<file path="config.mk">
export PLATFORM = sky130hd
export DESIGN_NAME = tt_spine_ctrl
export DESIGN_NICKNAME = d
export VERILOG_FILES = /design/src/rtl/tt_spine_ctrl.sv
export SDC_FILE = /design/constraint.sdc
export NUM_CORES = 1
export LEC_CHECK = 0
export BUFFER_PORTS_ARGS = -buffer_cell sky130_fd_sc_hd__buf_4
export CELL_PAD_IN_SITES_DETAIL_PLACEMENT = 0
export CELL_PAD_IN_SITES_GLOBAL_PLACEMENT = 1
export CORE_ASPECT_RATIO = 1.5
export CORE_MARGIN = 10
export CORE_UTILIZATION = 35
export CTS_BUF_LIST = sky130_fd_sc_hd__clkbuf_4 sky130_fd_sc_hd__clkbuf_8 sky130_fd_sc_hd__clkbuf_16
export CTS_CLUSTER_DIAMETER = 100
export CTS_CLUSTER_SIZE = 20
export DETAILED_ROUTE_END_ITERATION = 10
export HOLD_SLACK_MARGIN = 0.1
export PLACE_DENSITY = 0.84
export REMOVE_ABC_BUFFERS = 1
export SYNTH_ARGS = -nofsm -noshare
export SYNTH_HDL_FRONTEND = slang
export SYNTH_SLANG_ARGS = --single-unit
</file>
<file path="constraint.sdc">
create_clock -name clk -period 2.6 [get_ports clk]
set_input_delay 0.65 -clock clk [delete_from_list [all_inputs] [get_ports clk]]
set_output_delay 0.65 -clock clk [all_outputs]
set_load 0.1 [all_outputs]
</file>
<file path="src/rtl/tt_spine_ctrl.sv">
// tt_spine_ctrl: break-before-make select/enable sequencer for the spine plus the pad<->spine bridge.
// Build option TT_SPINE_CTRL_SAT_EN: address saturates at 511 instead of wrapping to 0.
//
//   state     | meaning
//   ----------+------------------------------------------------------------
//   ST_OFF    | spine disabled, pending address requests commit freely
//   ST_SETTLE | enable requested, select held stable while timer counts down
//   ST_ACTIVE | spine enabled, address frozen
//   ST_DROP   | single enable-low cycle, pending requests commit here
module tt_spine_ctrl #(
    parameter int N_O         = 8,
    parameter int N_I         = 10,
    parameter int N_IO        = 8,
    parameter int SETTLE_CYC  = 4,
    parameter int SYNC_STAGES = 2
) (
    input  logic                      clk,
    input  logic                      rst,
    input  logic                      ctrl_sel_rst,
    input  logic                      ctrl_sel_inc,
    input  logic                      ctrl_ena,
    input  logic [N_I-1:0]            pad_ui_in,
    input  logic [N_IO-1:0]           pad_uio_in,
    output logic [N_O-1:0]            pad_uo_out,
    output logic [N_IO-1:0]           pad_uio_out,
    output logic [N_IO-1:0]           pad_uio_oe,
    input  logic [N_O+2*N_IO+1:0]     spine_ow,
    output logic [N_I+N_IO+11:0]      spine_iw,
    output logic [8:0]                sel_cur,
    output logic                      active
);

    localparam int USR_OW = N_O + 2*N_IO;
    localparam int USR_IW = N_I + N_IO;
    localparam int CNT_W  = $clog2(SETTLE_CYC + 1);

    typedef enum logic [1:0] {ST_OFF, ST_SETTLE, ST_ACTIVE, ST_DROP} state_t;

    state_t                   state, state_nxt;
    logic [CNT_W-1:0]         cnt, cnt_nxt;
    logic [SYNC_STAGES-1:0]   rst_sync, inc_sync, ena_sync;
    logic                     rst_s, inc_s, ena_s, inc_d, inc_edge;
    logic                     pend_clr, pend_clr_nxt;
    logic [1:0]               pend_inc, pend_inc_nxt;
    logic                     pend_any, commit;
    logic [8:0]               sel_nxt;
    logic                     ena_q, ena_nxt;
    logic [USR_IW-1:0]        usr_in_q, usr_in_nxt;
    logic [USR_OW-1:0]        usr_out_q, usr_out_nxt;
    logic                     guards_unused;

    assign rst_s    = rst_sync[SYNC_STAGES-1];
    assign inc_s    = inc_sync[SYNC_STAGES-1];
    assign ena_s    = ena_sync[SYNC_STAGES-1];
    assign inc_edge = inc_s & ~inc_d;
    assign pend_any = pend_clr | (pend_inc != 2'd0);
    // The address is frozen for the whole enabled window.
    assign commit   = pend_any & (state != ST_ACTIVE);

    always_ff @(posedge clk) begin
        if (rst) begin
            rst_sync  <= '0;
            inc_sync  <= '0;
            ena_sync  <= '0;
            inc_d     <= 1'b0;
            pend_clr  <= 1'b0;
            pend_inc  <= 2'd0;
            sel_cur   <= 9'd0;
            state     <= ST_OFF;
            cnt       <= '0;
            ena_q     <= 1'b0;
            usr_in_q  <= '0;
            usr_out_q <= '0;
        end else begin
            rst_sync  <= {rst_sync[SYNC_STAGES-2:0], ctrl_sel_rst};
            inc_sync  <= {inc_sync[SYNC_STAGES-2:0], ctrl_sel_inc};
            ena_sync  <= {ena_sync[SYNC_STAGES-2:0], ctrl_ena};
            inc_d     <= inc_s;
            pend_clr  <= pend_clr_nxt;
            pend_inc  <= pend_inc_nxt;
            sel_cur   <= sel_nxt;
            state     <= state_nxt;
            cnt       <= cnt_nxt;
            ena_q     <= ena_nxt;
            usr_in_q  <= usr_in_nxt;
            usr_out_q <= usr_out_nxt;
        end
    end

`ifdef TT_SPINE_CTRL_SAT_EN
    logic [9:0] sel_sum;
    assign sel_sum = {1'b0, sel_cur} + {8'd0, pend_inc};
`endif

    always_comb begin
        pend_clr_nxt = commit ? 1'b0 : pend_clr;
        pend_inc_nxt = commit ? 2'd0 : pend_inc;
        // A clear wins over any increment, pending or arriving.
        if (rst_s) begin
            pend_clr_nxt = 1'b1;
            pend_inc_nxt = 2'd0;
        end else if (inc_edge && !pend_clr_nxt && pend_inc_nxt != 2'd3) begin
            pend_inc_nxt = pend_inc_nxt + 2'd1;
        end

        sel_nxt = sel_cur;
        if (commit) begin
            if (pend_clr) begin
                sel_nxt = 9'd0;
            end else begin
`ifdef TT_SPINE_CTRL_SAT_EN
                sel_nxt = sel_sum[9] ? 9'h1FF : sel_sum[8:0];
`else
                sel_nxt = sel_cur + 9'(pend_inc);
`endif
            end
        end

        state_nxt = state;
        cnt_nxt   = cnt;
        case (state)
            ST_OFF: begin
                if (ena_s && !rst_s) begin
                    state_nxt = ST_SETTLE;
                    cnt_nxt   = CNT_W'(SETTLE_CYC);
                end
            end
            ST_SETTLE: begin
                if (!ena_s) begin
                    state_nxt = ST_OFF;
                end else if (commit) begin
                    cnt_nxt = CNT_W'(SETTLE_CYC);
                end else if (cnt == CNT_W'(1)) begin
                    state_nxt = ST_ACTIVE;
                    cnt_nxt   = '0;
                end else begin
                    cnt_nxt = cnt - CNT_W'(1);
                end
            end
            ST_ACTIVE: begin
                if (pend_any || !ena_s) state_nxt = ST_DROP;
            end
            ST_DROP: begin
                if (ena_s && !rst_s) begin
                    state_nxt = ST_SETTLE;
                    cnt_nxt   = CNT_W'(SETTLE_CYC);
                end else begin
                    state_nxt = ST_OFF;
                end
            end
            default: state_nxt = ST_OFF;
        endcase
    end

    // Data registers load only for a cycle that will be ACTIVE, so they read 0 otherwise.
    always_comb begin
        ena_nxt     = (state_nxt == ST_ACTIVE);
        usr_in_nxt  = ena_nxt ? {pad_uio_in, pad_ui_in} : '0;
        usr_out_nxt = ena_nxt ? spine_ow[USR_OW:1] : '0;
    end

    assign guards_unused = spine_ow[USR_OW+1] ^ spine_ow[0];

    assign active      = ena_q;
    assign spine_iw    = {1'b0, usr_in_q, sel_cur, ena_q, 1'b0};
    assign pad_uo_out  = usr_out_q[N_O-1:0];
    assign pad_uio_out = usr_out_q[N_O+N_IO-1:N_O];
    assign pad_uio_oe  = usr_out_q[USR_OW-1:N_O+N_IO];

endmodule

</file>
==> reports/qor.csv <==
metric,value,unit
status,completed,
CTS Buf Count,9,
FF-to-FF Start,state[0],
Setup Buffers After CTS,0,
Mapped Area,0.00278,mm^2
initial antenna violation count,0,
post-layout util,0.512,
Crit Path Class,reg -> reg,
vias in the first global route,2317,
PostCTS Resize Cnt,0,
row cnt,39,
Worst Hold Path EP,inc_sync[1],
die footprint,0.0120,mm^2
hold buffer count at CTS,0,
DR WL/cell,14.9,um
RSZ-0062 raised after global routing,no,
Post-synth top flop,dfxtp_1,
worst path buffer plus inverter count,3,
count of cell types in the netlist,41,
fin nets,443,
via count,2276,
Ports,113,
Max Cap Viol,0,
H-tree depth,3,
Core Region,0.00766,mm^2
Hold Startpoint,inc_sync[0],
max incr delay on CP,0.41,ns
"antenna viol nets, final",0,
Detailed Route Iter0 Violations,81,
R2R Path End,usr_out_q[0],
# diodes,0,
Die Y,129,um
Static Leak,1.73,nW
Synth warnings,0,
layout cells sized above 1,0.455,
Post-Layout Cell Count,491,
Clock transition at path regs,0.05,ns
All-Layer GR Usage,0.119,
Post-DP Area,0.00357,mm^2
Worst Hold Depth,1,
synth cell count leaders,"dfxtp_1 (67), nand3_1 (45), nor2_2 (40)",
Final WS setup,0.376,ns
CP most frequent cell,inv_1,
reg2reg setup slack,0.38,ns
area delta synth->final,41.1,%
CP top delay family,buffers and inverters,
Place WS,0.395,ns
Sink Count,67,
DR vias/cell,4.64,
critical path peak fanout,16,
crit path launch type,flop,
ys async rst share,0,
gpl congestion,0.736,
DR DRC count,0,
PD cells,1200,mW/mm^2
cell area after layout,0.00392,mm^2
Max IR drop VDD,516,uV
final hold vios,0,
# setup viols final,0,
syn_area_per_cell,9.72,um^2
crit share post-route,0.855,
Tmin final,2.22,ns
Mapped Cells,286,
largest cells by area after synthesis,"dfxtp_1 (48%), nor2_2 (9.0%), nand3_1 (8.1%)",
largest net degree at the start of global routing,29,
Clock Skew,0.00291,ns
worst hold path class,reg -> reg,
Starting Density,0.363,
Slew @ Worst Pin,0.562,ns
reg2reg path depth,7,
CP Cell Sequence,inv_1 > ha_1 > inv_1 > a21oi_1 > o311ai_4 > buf_4 > nor2_1,
part of the Yosys area used for sequential elements,0.483,
TritonCTS clock tree,done,
Detailed Place HPWL,5.51,mm
first-pass GRT wire length,11.4,mm
1st-pass router iterations,4,
worst-skew pair later-pin latency,0.32,ns
max-slew violations,0,
die width,92.8,um
most frequent cell after synthesis,dfxtp_1,
Root Driver,clkbuf_16,
Max-slew headroom,0.623,
GRT Residual Overflow,0,
number of synthesized flops with an enable pin,0,
Synth top area share,0.483,
Critical Path RT,2.81,ns
most area-hungry cell type in the Yosys netlist,dfxtp_1,
Port Buffer Count,108,
Overall Power,4.70,mW
fmax,0.450,GHz
Max Root-Sink Buffers,2,
Routed WL,7.30,mm
CP Capture Type,flop,
slowest CP cell,dfxtp_1,
Yosys reg bits,67,
placed cells,475,
CP Data Arrival Time,2.43,ns
[area by class of cell]
cell class | instances | area, um^2
inverters | 12 | 45.0
clock buffers | 11 | 246
multi-input cells | 179 | 1180
well taps | 102 | 128
clock inverters | 5 | 100
flip-flops and latches | 67 | 1340
fillers | 743 | 3740
repair buffers | 115 | 876
[metrics by stage]
stage / TNS [ns] / hold WS, ns
6_report: 0 / 0.436
5_1_grt: 0 / 0.454
4_1_cts: 0 / 0.439
3_5_place_dp: 0 / 0.426
3_3_place_gp: 0 / 0.418
2_1_floorplan: -18.41 / 0.414
[power breakdown]
group,switching (mW),internal [mW],total (mW)
clock network,0.425,0.969,1.39
logic,1.60,0.469,2.06
registers,0.0608,1.18,1.24
[cell families after synthesis]
logic type | synth area share
xor gates and xnor gates | 0.0221
buffers and inverters | 0.0977
adders and majority gates | 0.0477
muxes | 0.00360
other | 0.00135
and+or+nand+nor | 0.267
DFF | 0.483
AOI/OAI and AO/OA | 0.0783
[routing by layer]
metal  vias to the layer above  share of wire  GRT usage
met5                         -              0          0
met4                         0          0.015     0.0492
met3                        10           0.10     0.0607
met2                        74           0.52      0.207
met1                      1052           0.36      0.117
li1                       1140              -          -
[sequential cells by signal, summed over array words and instances (netlist names), 2 cells and up]
register	cells
sel_cur	9
pend_inc	2
cnt	3
state	2
usr_out_q	24
ena_sync	2
usr_in_q	18
rst_sync	2
inc_sync	2
[worst max path at each step]
stage               slack (ns)  depth (start not counted)           end       start
floorplan                -0.68                          7    sel_cur[8]  sel_cur[0]
global placement          0.42                          7  usr_out_q[0]    state[0]
detailed placement        0.40                          7  usr_out_q[0]    state[0]
CTS                       0.38                          7  usr_out_q[0]    state[0]
global route              0.23                          7  usr_out_q[0]    state[0]
finish                    0.38                          7  usr_out_q[0]    state[0]
[cell usage in the layout (no fill, tap or decap), drive strengths merged]
master     n
buf      115
dfxtp     67
nor2      53
nand3     45
inv       12
clkbuf    11
a21oi     10
nor2b      9
ha         9
o21ai      7
nand2      5
xor2       4
nor3       4
or3        3
nand2b     3
xnor2      3
bufinv     3
o311ai     2
or4        2
conb       2
clkinv     2
and2       1
a21o       1
nor3b      1
or4b       1
a211oi     1
o32a       1
a311oi     1
o31ai      1
o22ai      1
nand4      1
nor4b      1
a311o      1
mux2i      1
nand4b     1
o2111ai    1
and3       1
nor4       1
fa         1
Note: power is estimated with default switching activity, not from simulation.
